### config.mk
export PLATFORM = sky130hd
export DESIGN_NAME = fetch_unit
export DESIGN_NICKNAME = d
export VERILOG_FILES = /design/src/rtl/fetch_unit.sv
export SDC_FILE = /design/constraint.sdc
export NUM_CORES = 1
export LEC_CHECK = 0
export BUFFER_PORTS_ARGS = -buffer_cell sky130_fd_sc_hd__buf_2
export CORE_ASPECT_RATIO = 1.2
export CORE_MARGIN = 10
export CORE_UTILIZATION = 35
export DETAILED_ROUTE_END_ITERATION = 8
export PLACE_DENSITY_LB_ADDON = 0.12
export SYNTH_ARGS = -nofsm -noshare
export SYNTH_HDL_FRONTEND = slang
export SYNTH_SLANG_ARGS = --single-unit
### constraint.sdc
create_clock -name clk -period 8 [get_ports clk]
set_input_delay 0.8 -clock clk [delete_from_list [all_inputs] [get_ports clk]]
set_output_delay 0.8 -clock clk [all_outputs]
set_load 0.01 [all_outputs]
### src/rtl/fetch_unit.sv
`default_nettype none
// ============================================================================
//  Module   : fetch_unit
//  Purpose  : Instruction fetch front end. Issues sequential word fetches to an
//             in-order instruction memory, tags each request with its PC,
//             buffers returned instructions for decode and squashes in-flight
//             responses on an execute-stage redirect.
//  Revision : 1.0 - initial release
// ----------------------------------------------------------------------------
//  Parameters
//    RESET_PC   first fetch address after reset
//    DEPTH      outstanding requests + buffered entries limit (2..4)
//    NOP_INSTR  value presented on instr_f while valid_f=0
//  Ports
//    clk, reset                  clock, asynchronous active-high reset
//    stall_f                     decode not accepting the head entry
//    pc_src_e, pc_target_e       redirect strobe and target from execute
//    imem_req/addr/gnt           request channel (handshake = req & gnt)
//    imem_rvalid/rdata           in-order response channel
//    valid_f, instr_f, pc_f,
//    pc_plus4_f                  head of the fetch buffer towards decode
//    misalign_f                  last redirect target was misaligned
//  Configuration
//    FETCH_MISALIGN_TRAP_EN      when defined, a misaligned redirect target
//                                halts fetching and raises misalign_f; when
//                                undefined the target is forced word-aligned.
// ============================================================================
module fetch_unit #(
  parameter logic [31:0] RESET_PC  = 32'h0000_0000,
  parameter int          DEPTH     = 2,
  parameter logic [31:0] NOP_INSTR = 32'h0000_0013
) (
  input  logic        clk,
  input  logic        reset,
  input  logic        stall_f,
  input  logic        pc_src_e,
  input  logic [31:0] pc_target_e,
  output logic        imem_req,
  output logic [31:0] imem_addr,
  input  logic        imem_gnt,
  input  logic        imem_rvalid,
  input  logic [31:0] imem_rdata,
  output logic        valid_f,
  output logic [31:0] instr_f,
  output logic [31:0] pc_f,
  output logic [31:0] pc_plus4_f,
  output logic        misalign_f
);

  localparam int               PTR_W       = (DEPTH > 2) ? 2 : 1;
  localparam int               CNT_W       = (DEPTH > 3) ? 3 : 2;
  localparam logic [CNT_W:0]   DEPTH_LIMIT = (CNT_W + 1)'(DEPTH);
  localparam logic [PTR_W-1:0] LAST_PTR    = PTR_W'(DEPTH - 1);

  // Circular pointer increment; DEPTH need not be a power of two.
  function automatic logic [PTR_W-1:0] ptr_inc(input logic [PTR_W-1:0] p);
    return (p == LAST_PTR) ? '0 : p + PTR_W'(1);
  endfunction

  logic [31:0]      fetch_pc;
  logic [CNT_W-1:0] outstanding;
  logic [CNT_W-1:0] occupancy;
  logic [CNT_W-1:0] drop_cnt;
  logic             halt;

  // PC tags of requests in flight (includes requests already marked for drop)
  logic [31:0]      tag_pc [DEPTH];
  logic [PTR_W-1:0] tag_wr;
  logic [PTR_W-1:0] tag_rd;

  // Fetch buffer towards decode
  logic [31:0]      buf_pc    [DEPTH];
  logic [31:0]      buf_instr [DEPTH];
  logic [PTR_W-1:0] buf_wr;
  logic [PTR_W-1:0] buf_rd;

  logic [31:0]      target_pc;
  logic             target_misaligned;

`ifdef FETCH_MISALIGN_TRAP_EN
  assign target_pc         = pc_target_e;
  assign target_misaligned = |pc_target_e[1:0];
`else
  logic unused_target_bits;
  assign target_pc          = {pc_target_e[31:2], 2'b00};
  assign target_misaligned  = 1'b0;
  assign unused_target_bits = ^pc_target_e[1:0];
`endif

  logic             handshake;
  logic             resp;
  logic             resp_keep;
  logic             resp_drop;
  logic             pop;
  logic [CNT_W-1:0] outstanding_nxt;
  logic [CNT_W:0]   in_use;

  assign handshake = imem_req & imem_gnt;
  // A response with nothing outstanding is stray and must not touch counters.
  assign resp      = imem_rvalid & (outstanding != '0);
  assign resp_drop = resp & (drop_cnt != '0);
  assign resp_keep = resp & (drop_cnt == '0);
  assign pop       = valid_f & ~stall_f;

  assign outstanding_nxt = outstanding + CNT_W'(handshake) - CNT_W'(resp);
  assign in_use          = {1'b0, outstanding} + {1'b0, occupancy};

  // Dropped requests still occupy memory-side slots, so they count here too.
  assign imem_req  = ~reset & ~pc_src_e & ~halt & (in_use < DEPTH_LIMIT);
  assign imem_addr = fetch_pc;

  always_ff @(posedge clk or posedge reset) begin
    if (reset) begin
      fetch_pc    <= RESET_PC;
      outstanding <= '0;
      occupancy   <= '0;
      drop_cnt    <= '0;
      halt        <= 1'b0;
      tag_wr      <= '0;
      tag_rd      <= '0;
      buf_wr      <= '0;
      buf_rd      <= '0;
    end else begin
      outstanding <= outstanding_nxt;
      if (handshake) tag_wr <= ptr_inc(tag_wr);
      if (resp)      tag_rd <= ptr_inc(tag_rd);

      if (pc_src_e) begin
        // Redirect wins: flush the buffer and squash everything still in
        // flight after this cycle's response (if any) has been retired.
        fetch_pc  <= target_pc;
        halt      <= target_misaligned;
        drop_cnt  <= outstanding_nxt;
        occupancy <= '0;
        buf_wr    <= '0;
        buf_rd    <= '0;
      end else begin
        if (handshake) fetch_pc <= fetch_pc + 32'd4;
        if (resp_drop) drop_cnt <= drop_cnt - CNT_W'(1);
        if (resp_keep) buf_wr   <= ptr_inc(buf_wr);
        if (pop)       buf_rd   <= ptr_inc(buf_rd);
        occupancy <= occupancy + CNT_W'(resp_keep) - CNT_W'(pop);
      end
    end
  end

  // Storage needs no reset: occupancy and outstanding qualify every read.
  always_ff @(posedge clk) begin
    if (handshake) begin
      tag_pc[tag_wr] <= fetch_pc;
    end
    if (resp_keep && !pc_src_e) begin
      buf_pc[buf_wr]    <= tag_pc[tag_rd];
      buf_instr[buf_wr] <= imem_rdata;
    end
  end

  assign valid_f    = (occupancy != '0);
  assign instr_f    = valid_f ? buf_instr[buf_rd] : NOP_INSTR;
  assign pc_f       = valid_f ? buf_pc[buf_rd] : 32'h0000_0000;
  assign pc_plus4_f = pc_f + 32'd4;
  assign misalign_f = halt;

endmodule
`default_nettype wire

==> run_results.csv, run 1 <==
group,metric,value,unit
cts,cts_inserted_buffers,24,
layout,multiInputGateArea,3150,um^2
logic_synthesis,ys_ff_latch,224,
layout,mostFrequentLayoutCells,"191 x buf_2, 184 x edfxtp_1, 73 x nor2_1",
floorplanning,core,28000,um^2
sta,rsz0062_at_grt,"no",
critical_path,crit_required,7200,ps
global_routing,grt_overflow_total,0,
critical_path,ff2ff_setup_slack,4120,ps
global_routing,antenna_found_initial,0,
sta,hold_slack,437,ps
job,maxCapViolCount,0,
routing,wl_met3,1.68,mm
logic_synthesis,avgSynthCellArea,13.6,um^2
min_path,hold_class,"in -> async",
critical_path,r2r_cells,12,
cts,htreeDepth,1,
layout,antenna_cells,0,
critical_path,reg2reg_from,"occupancy[0]$_DFF_PP0_",
cts,cts_root_buf,"clkbuf_16",
layout,layout_commonest_cell,"buf_2",
sta,max_freq,208,MHz
layout,num-nets-final,996,
sta,hold_violations,0,
sta,tns,0,ps
sta,drv_slew,0,
global_routing,grt_max_degree,67,
logic_synthesis,synth.distinct_cells,54,
placement,gp_congestion,0.761,
floorplanning,ioPinCount,201,
status,status,"completed",
logic_synthesis,synth_edf_count,184,
routing,highest_layer,"met4",
sta,fin_crit,4810,ps
floorplanning,die_area,35600,um^2
global_routing,grt_usage,0.133,
critical_path,end_kind,"output port",
logic_synthesis,async_flop_share,0.179,
routing,wl_met2,10.1,mm
layout,fill_cells,2703,
cts,post_cts_buffers,0,
sta,tightest_slew,911,ps
routing,drtIter0Drc,382,
cts,ctsHoldBuffers,0,
power,power,3.60,mW
global_routing,grt_pass1_vias,6566,
routing,detailroute.via_count,6357,
critical_path,worst-path-buf-inv,3,
critical_path,critPathMaxFanout,49,
routing,drt_first_pass_iters,4,
logic_synthesis,syn-instance-count,732,
cts,cts_resized,0,
cts,cts.sink_count,224,
sta,finClkSkew,17.4,ps
critical_path,worstPathCellList,"buf_4 -> mux2_2 -> nand2_1 -> inv_1 -> ha_1 -> nand4_2 -> nor4_4 -> nand3_1 -> xnor2_1 -> buf_2",
logic_synthesis,syn_area,9930,um^2
power,power_density,302,nW/um^2
routing,drc,0,
critical_path,path_class,"reg -> out",
critical_path,cpPeakStageDelay,800,ps
placement,hpwl,16.6,mm
logic_synthesis,ys.flop_type,"edfxtp_1",
routing,met1_length,11.9,mm
routing,wl_per_cell,18.4,um
critical_path,critPathSlowestCell,"dfrtp_4",
floorplanning,start_util,0.355,
critical_path,reg2reg_to,"drop_cnt[1]$_DFFE_PP0P_",
critical_path,cp-start-kind,"flip-flop",
global_routing,grt_first_pass_wirelength,38.3,mm
cts,clkTransAtPathRegs,60,ps
sta,timing.final.crit_share,0.601,
layout,drive_above_1_share,0.308,
power,p_leak,4.63,nW
floorplanning,die_h,205,um
routing,finalWirelength,24.1,mm
layout,area_delta_synth_final,20.2,%
power,peakVddDrop,110,uV
cts,cts_buffer_depth,3,
critical_path,critPathTopFamily,"simple AND/OR/NAND/NOR gates",
cts,insertion_delay,510,ps
placement,portBuffers,191,
floorplanning,std_cell_rows,67,
sta,slew-limit-headroom,0.392,
logic_synthesis,yosysSeqAreaShare,0.657,
routing,postRouteAntennaNets,0,
routing,viasPerCell,4.84,
cts,cts_tree,"done",
floorplanning,dieWidth,174,um
critical_path,arrival,4010,ps
logic_synthesis,ys_warn_count,0,
layout,ff_latch_area,6530,um^2
critical_path,path_depth,10,
sta,setup_viol,0,
## registers in the layout (all words and copies together) (netlist names)
signal and cells:
tag_rd 1, tag_pc 60, occupancy 2, buf_pc 60, drop_cnt 2, outstanding 2, imem_addr 30, buf_wr 1
buf_instr 64, tag_wr 1, buf_rd 1
## worst max-delay path by stage
stage,start,endpoint
3_3_place_gp,buf_rd$_DFFE_PP0P_,pc_plus4_f[22]
3_5_place_dp,buf_rd$_DFFE_PP0P_,pc_plus4_f[22]
5_1_grt,buf_rd$_DFFE_PP0P_,pc_plus4_f[22]
2_1_floorplan,pc_src_e,buf_instr[1][0]$_DFFE_PP_
4_1_cts,buf_rd$_DFFE_PP0P_,pc_plus4_f[22]
6_report,buf_rd$_DFFE_PP0P_,pc_plus4_f[22]
## per-layer routing
metal	GRT usage	vias to the layer above
met2	0.196	220
met4	0.0345	0
met1	0.191	3017
met5	0	-
li1	-	3093
met3	0.0330	27
## through the flow
step | instance area [um^2] | utilization | std cells | setup WS, ps
finish | 11900 | 0.426 | 1314 | 3190
detailed placement | 11200 | 0.401 | 1271 | 3610
global route | 11900 | 0.426 | 1314 | 2940
CTS | 11900 | 0.426 | 1314 | 3040
global placement | 11200 | 0.401 | 1271 | 3550
floorplan | 9960 | - | 738 | 1710
## synth_stat cells (2+ instances only)
master,n,area [um^2]
a21o_1,4,30.0
a21oi_1,4,20.0
a221o_1,9,90.1
a22oi_1,3,22.5
a31oi_1,11,68.8
a32oi_1,2,17.5
and2_1,6,37.5
and3_1,12,75.1
and4_1,6,52.6
buf_1,8,30.0
buf_2,14,70.1
buf_4,11,82.6
buf_6,2,22.5
clkbuf_1,10,37.5
dfrtp_1,40,1000
edfxtp_1,184,5530
ha_1,7,87.6
inv_1,14,52.6
mux2_2,32,360
mux2i_1,61,611
nand2_1,52,195
nand2b_1,2,12.5
nand3_1,28,140
nand3_2,2,20.0
nand3b_1,2,15.0
nand4_1,12,75.1
nand4_2,2,25.0
nor2_1,76,285
nor2_2,4,25.0
nor3_1,12,60.1
nor3_4,2,32.5
nor3b_1,2,15.0
nor4_1,3,18.8
nor4_2,2,25.0
o21ai_0,29,145
o311ai_0,10,87.6
xnor2_1,25,219
xor2_1,11,96.3
## logic make-up (layout without fill, tap and decap cells)
group	count (synthesis)	in the layout	synth area share
compound gates	78	78	0.0538
simple gates	231	231	0.118
other cells	1	7	0.000377
mux	93	93	0.0977
fa+ha+maj	8	8	0.0108
buf+inv	61	258	0.0305
xor+xnor	36	36	0.0317
flops	224	224	0.657
## area by class of cell
type	instances	share of cell area
flip-flops and latches	224	0.547
multi-input cells	453	0.264
repair buffers	199	0.0851
clock buffers	33	0.0549
well taps	379	0.0397
inverters	16	0.00503
clock inverters	10	0.00430
## where the power goes
| part | switching, mW | internal [mW] | total (mW) | leakage [nW] |
|---|---|---|---|---|
| sequential | 0.118 | 1.43 | 1.55 | 2.15 |
| combinational | 0.642 | 0.415 | 1.06 | 2.14 |
| clock | 0.426 | 0.571 | 0.998 | 0.342 |
## worst min-delay path, delay by kind of cell
family | cells | cell delay [ps]
buf+inv | 3 | 600
No activity file was read; power rests on OpenSTA's default activity.
==> inputs of run 2 (changes only) <==
- ABC_AREA: not set -> 1
- clock period: 8 -> 4.15 ns (I/O delays scaled with it)
==> run 2 against run 1 <==
Synthesized cell count is 53% higher. Largest power group unchanged. Cell count is 31% higher. Critical path depth is 1 higher. Core utilization is 0.59 points lower. Die area is 6.8% higher.
==> run_results.csv, run 2 <==
group,metric,value,unit
status,status,"completed",
routing,drt_first_pass_iters,4,
logic_synthesis,yosys-top-cells-area,"edfxtp_1 52%, nand2_1 15%, dfrtp_1 9.4%",
cts,cts_root_buf,"clkbuf_16",
layout,largest_reg_flops,64,
power,switchingPower,2.70,mW
layout,top_register,"buf_instr",
global_routing,grt_usage,0.137,
sta,timing.final.crit_share,0.831,
critical_path,critPathTopFamily,"simple AND/OR/NAND/NOR gates",
cts,post_cts_buffers,0,
logic_synthesis,synthAdderAreaFrac,0.0101,
layout,drive_above_1_share,0.226,
logic_synthesis,synth.distinct_cells,36,
logic_synthesis,avgSynthCellArea,9.56,um^2
critical_path,critPathMostFrequentCell,"nand2_1",
placement,gp_congestion,0.839,
cts,insertion_delay,510,ps
critical_path,worst-path-buf-inv,3,
cts,cts_buffer_depth,3,
critical_path,critPathMaxFanout,42,
min_path,hold_class,"in -> async",
layout,fin_util,0.421,
sta,setup_viol,0,
global_routing,grt_overflow_total,0,
placement,portBuffers,191,
floorplanning,start_util,0.353,
placement,hpwl,19.1,mm
sta,fin_crit,3450,ps
power,power_frac_comb,0.326,
logic_synthesis,synth-compound-area-share,0.0372,
floorplanning,die_area,38000,um^2
logic_synthesis,ys_ff_latch,224,
logic_synthesis,netlist.area_leader.share,0.517,
routing,drtIter0Drc,366,
sta,tightest_slew,1010,ps
logic_synthesis,yosysSeqAreaShare,0.611,
power,p_leak,5.60,nW
logic_synthesis,synth_xor_area_frac,0.0270,
layout,stdcell_count,1722,
sta,hold_violations,0,
layout,num-nets-final,1385,
logic_synthesis,syn-instance-count,1118,
sta,hold_slack,44.6,ps
logic_synthesis,synth_top_family_by_area,"simple AND/OR/NAND/NOR gates",
floorplanning,core,30300,um^2
power,power,7.37,mW
global_routing,grt_pass1_vias,7620,
power,peakVddDrop,292,uV
routing,viasPerCell,4.51,
cts,cts_inserted_buffers,24,
sta,rsz0062_at_grt,"no",
logic_synthesis,synth_top_cell_by_area,"edfxtp_1",
cts,clkTransAtPathRegs,60,ps
critical_path,end_kind,"output port",
routing,detailroute.via_count,7771,
power,pwr-share-seq,0.409,
critical_path,path_class,"reg -> out",
critical_path,cpPeakStageDelay,700,ps
routing,wl_per_cell,15.6,um
layout,reg.largest.list,"buf_instr (64), buf_pc (60), tag_pc (60)",
placement,dp_cells,1677,
logic_synthesis,synth_edf_count,184,
logic_synthesis,synthTopCellsByCount,"436 x nand2_1, 184 x edfxtp_1, 88 x inv_1",
floorplanning,dieWidth,180,um
global_routing,grt_max_degree,63,
logic_synthesis,syn_area,10700,um^2
sta,tns,0,ps
cts,cts_tree,"done",
layout,layout_commonest_cell,"nand2_1",
routing,drc,0,
routing,finalWirelength,26.8,mm
logic_synthesis,synth_mux_area_frac,0,
critical_path,critPathSlowestCell,"dfrtp_2",
cts,cts.sink_count,224,
critical_path,worstPathCellList,"inv_2 -> buf_4 -> nand2_1 -> nand2_1 -> nand3_1 -> nor2_2 -> nand2_1 -> nor2_1 -> nand3_1 -> nand2_1 -> buf_2",
critical_path,crit_required,3730,ps
job,maxCapViolCount,0,
logic_synthesis,synth-simple-area-share,0.257,
critical_path,cp-start-kind,"flip-flop",
floorplanning,std_cell_rows,70,
sta,drv_slew,0,
sta,slew-limit-headroom,0.324,
power,switching_share,0.366,
power,internal_power,4.67,mW
power,power_density,579,nW/um^2
sta,max_freq,290,MHz
layout,area_delta_synth_final,19.2,%
power,power.clock.fraction,0.265,
layout,mostFrequentLayoutCells,"436 x nand2_1, 191 x buf_2, 184 x edfxtp_1",
sta,finClkSkew,18.0,ps
logic_synthesis,ys_warn_count,0,
floorplanning,ioPinCount,201,
floorplanning,die_h,211,um
routing,postRouteAntennaNets,0,
cts,cts_resized,0,
cts,ctsHoldBuffers,0,
global_routing,grt_first_pass_wirelength,42.4,mm
global_routing,antenna_found_initial,1,
logic_synthesis,async_flop_share,0.179,
logic_synthesis,ys.flop_type,"edfxtp_1",
logic_synthesis,yosysMostFrequentCell,"nand2_1",
cts,htreeDepth,1,
critical_path,arrival,3030,ps
[run 2: worst min-delay path, stage by stage]
cell	delay, ps
buf_2	100
clkinv_1	50
buf_4	460
[run 2: per-stage QoR]
step                      setup WS (ps)  instance area, um^2
after global placement             1120                12000
after detailed placement           1060                12000
after global routing                402                12700
after floorplan                     215                10700
after CTS                           598                12700
final                               702                12700
[run 2: final timing paths]
kind | startpoint | endpoint | slack (ps) | cells past startpoint
worst min-delay path | reset | drop_cnt[0]$_DFFE_PP0P_ | 40 | 3
worst max-delay path | buf_rd$_DFFE_PP0P_ | pc_plus4_f[29] | 700 | 11
worst min register to register | tag_pc[0][24]$_DFFE_PP_ | buf_pc[1][24]$_DFFE_PP_ | 530 | 2
max in group asynchronous | reset | buf_rd$_DFFE_PP0P_ | 3680 | 3
min in group clk | imem_rdata[28] | buf_instr[0][28]$_DFFE_PP_ | 90 | 1
worst max register to register | occupancy[0]$_DFF_PP0_ | imem_addr[11]$_DFFE_PP0P_ | 1280 | 12
[run 2: kinds of logic after synthesis]
family	Yosys count
simple gates	642
flops	224
buf+inv	140
compound gates	70
xor+xnor	33
fa+ha+maj	8
other cells	1
[run 2: layout make-up]
class	count	area, um^2
sequential	224	6530
clock buffer	35	673
timing repair buffer	202	1040
antenna	1	2.50
clock inverter	9	48.8
fill	3070	17600
multi-input combinational	760	3600
tap	396	495
inverter	95	357
[run 2: metal layers]
metal  vias to the layer above  wire, um  part of all wire  global-route usage
met2                       195     12300              0.46               0.220
met1                      3536     12600              0.47               0.183
met3                        35      1410             0.053              0.0280
met4                         0       512             0.019              0.0380
li1                       4005         -                 -                   -
met5                         -         0                 0                   0
[run 2: power groups by stage]
stage / Sequential [mW] / Combinational (mW) / Clock (mW)
2_1_floorplan: 2.99 / 1.59 / 0
3_5_place_dp: 3.06 / 2.46 / 0
6_report: 3.01 / 2.40 / 1.96
3_3_place_gp: 3.06 / 2.43 / 0
5_1_grt: 3.05 / 2.73 / 2.10
4_1_cts: 3.02 / 2.47 / 2.01
==> inputs of run 3 (changes only) <==
- clock period: 4.15 -> 3.3 ns (I/O delays scaled with it)
==> run 3 against run 2 <==
Critical path depth rose by 3. Combinational power rose by 31%. Clock power rose by 34%. Count of clock-buffer cells in the layout rose by 2. Global-route usage rose by 0.16 points. First-iteration DRC count rose by 20%. Wire length rose by 1.4%. Power rose by 29%. Worst setup slack got worse by 360 ps. Sequential power rose by 25%.
==> run_results.csv, run 3 (same netlist as run 2, synthesis figures left out) <==
group,metric,value,unit
cts,cts_buffer_depth,3,
sta,setup_viol,0,
critical_path,ff2ff_setup_slack,670,ps
min_path,min_path_cells,1,
routing,postRouteAntennaNets,0,
layout,reg.largest.list,"buf_instr (64), buf_pc (60), tag_pc (60)",
cts,insertion_delay,510,ps
critical_path,reg2reg_to,"drop_cnt[0]$_DFFE_PP0P_",
layout,mostFrequentLayoutCells,"436 x nand2_1, 191 x buf_2, 184 x edfxtp_1",
placement,portBuffers,191,
routing,finalWirelength,27.2,mm
layout,antenna_cells,0,
sta,setup_ws,339,ps
layout,area_delta_synth_final,23.1,%
power,power.clock.fraction,0.275,
cts,cts_root_buf,"clkbuf_16",
routing,drtIter0Drc,439,
min_path,whs_endpoint,"buf_instr[0][25]$_DFFE_PP_",
power,pwr-share-seq,0.394,
floorplanning,core,30300,um^2
floorplanning,start_util,0.353,
placement,pre_cts_ws,560,ps
cts,cts.sink_count,224,
status,status,"completed",
power,power_density,724,nW/um^2
critical_path,crit_required,2970,ps
critical_path,critPathMaxFanout,17,
sta,finClkSkew,8.13,ps
job,maxCapViolCount,0,
sta,slew-limit-headroom,0.354,
layout,top_register,"buf_instr",
sta,rsz0062_at_grt,"no",
global_routing,grt_overflow_total,0,
layout,largest_reg_flops,64,
layout,drive_above_1_share,0.226,
routing,detailroute.via_count,7852,
placement,gp_congestion,0.810,
critical_path,reg2reg_from,"occupancy[0]$_DFF_PP0_",
floorplanning,ioPinCount,201,
global_routing,antenna_found_initial,0,
power,internal_power,6.10,mW
power,power_frac_comb,0.331,
layout,layout_commonest_cell,"nand2_1",
layout,num-nets-final,1418,
sta,max_freq,338,MHz
floorplanning,std_cell_rows,70,
routing,viasPerCell,4.48,
floorplanning,dieWidth,180,um
global_routing,grt_first_pass_wirelength,42.9,mm
power,switchingPower,3.43,mW
cts,htreeDepth,1,
critical_path,end_kind,"output port",
sta,timing.final.crit_share,0.897,
min_path,min_from,"imem_rdata[25]",
cts,clkTransAtPathRegs,60,ps
routing,wl_per_cell,15.5,um
sta,drv_slew,0,
power,p_leak,5.78,nW
min_path,hold_class,"in -> reg",
power,switching_share,0.360,
sta,tightest_slew,968,ps
routing,drc,0,
cts,cts_tree,"done",
critical_path,arrival,2630,ps
critical_path,path_class,"reg -> out",
global_routing,grt_usage,0.138,
global_routing,grt_pass1_vias,7808,
sta,fin_crit,2960,ps
routing,drt_first_pass_iters,5,
sta,hold_violations,0,
critical_path,r2r_cells,14,
floorplanning,die_h,211,um
layout,fin_util,0.434,
placement,hpwl,19.3,mm
cts,cts_inserted_buffers,24,
floorplanning,die_area,38000,um^2
global_routing,grt_max_degree,63,
power,peakVddDrop,404,uV
critical_path,cp-start-kind,"flip-flop",
## run 3: worst max-delay path, cell delays in order, from the launching register on
cell	delay, ps
dfrtp_4	480
buf_6	200
nand2_1	60
nand2_1	80
nand2_1	140
inv_1	160
ha_1	160
inv_1	90
nor2_4	170
inv_2	70
nor2_1	220
nand2_1	80
nand2_1	60
nand2_1	40
buf_2	130
## run 3: power by group through the flow
stage | logic [mW] | registers, mW | clock network [mW]
global route | 3.57 | 3.79 | 2.81
global placement | 3.14 | 3.81 | 0
CTS | 3.21 | 3.76 | 2.70
floorplan | 2.00 | 3.76 | 0
detailed placement | 3.17 | 3.82 | 0
finish | 3.15 | 3.75 | 2.62
## run 3: worst max-delay path by stage
stage	start	endpoint	slack, ps	cells past startpoint
2_1_floorplan	reset	tag_pc[0][10]$_DFFE_PP_	-210	6
3_3_place_gp	buf_rd$_DFFE_PP0P_	pc_plus4_f[27]	580	11
3_5_place_dp	buf_rd$_DFFE_PP0P_	pc_plus4_f[30]	560	14
4_1_cts	buf_rd$_DFFE_PP0P_	pc_plus4_f[30]	6	14
5_1_grt	buf_rd$_DFFE_PP0P_	pc_plus4_f[18]	90	12
6_report	buf_rd$_DFFE_PP0P_	pc_plus4_f[30]	340	14
## run 3: metal layers
metal	global-route usage	routed length, um
met1	0.185	12700
met2	0.225	12600
met3	0.0277	1360
met4	0.0374	501
met5	0	0
## run 3: what timing repair did
item / 4_1_cts / 5_1_grt
setup endpoints to repair: 0 / 19
hold endpoints to repair: 90 / 0
hold buffers: 26 / 0
buffers inserted: 0 / 2
gates resized for setup: 0 / 5
## run 3: cell type report
type                            count  area [um^2]
Inverter                           95          362
Sequential cell                   224         6530
Multi-Input combinational cell    760         3590
Timing Repair Buffer              235         1390
Clock inverter                      7         75.1
Clock buffer                       37          711
Tap cell                          396          495
Fill cell                        2995        17100
## run 3: stage by stage
step / instances / hold slack (ps) / instance area [um^2] / TNS, ps / power (mW)
detailed placement: 1682 / 522 / 12100 / 0 / 6.99
floorplan: 1124 / 429 / 10700 / -12450 / 5.76
global route: 1754 / 3.99 / 13200 / 0 / 10.2
CTS: 1752 / 0.604 / 13100 / 0 / 9.67
global placement: 1682 / 512 / 12100 / 0 / 6.94
finish: 1754 / 31.3 / 13200 / 0 / 9.53
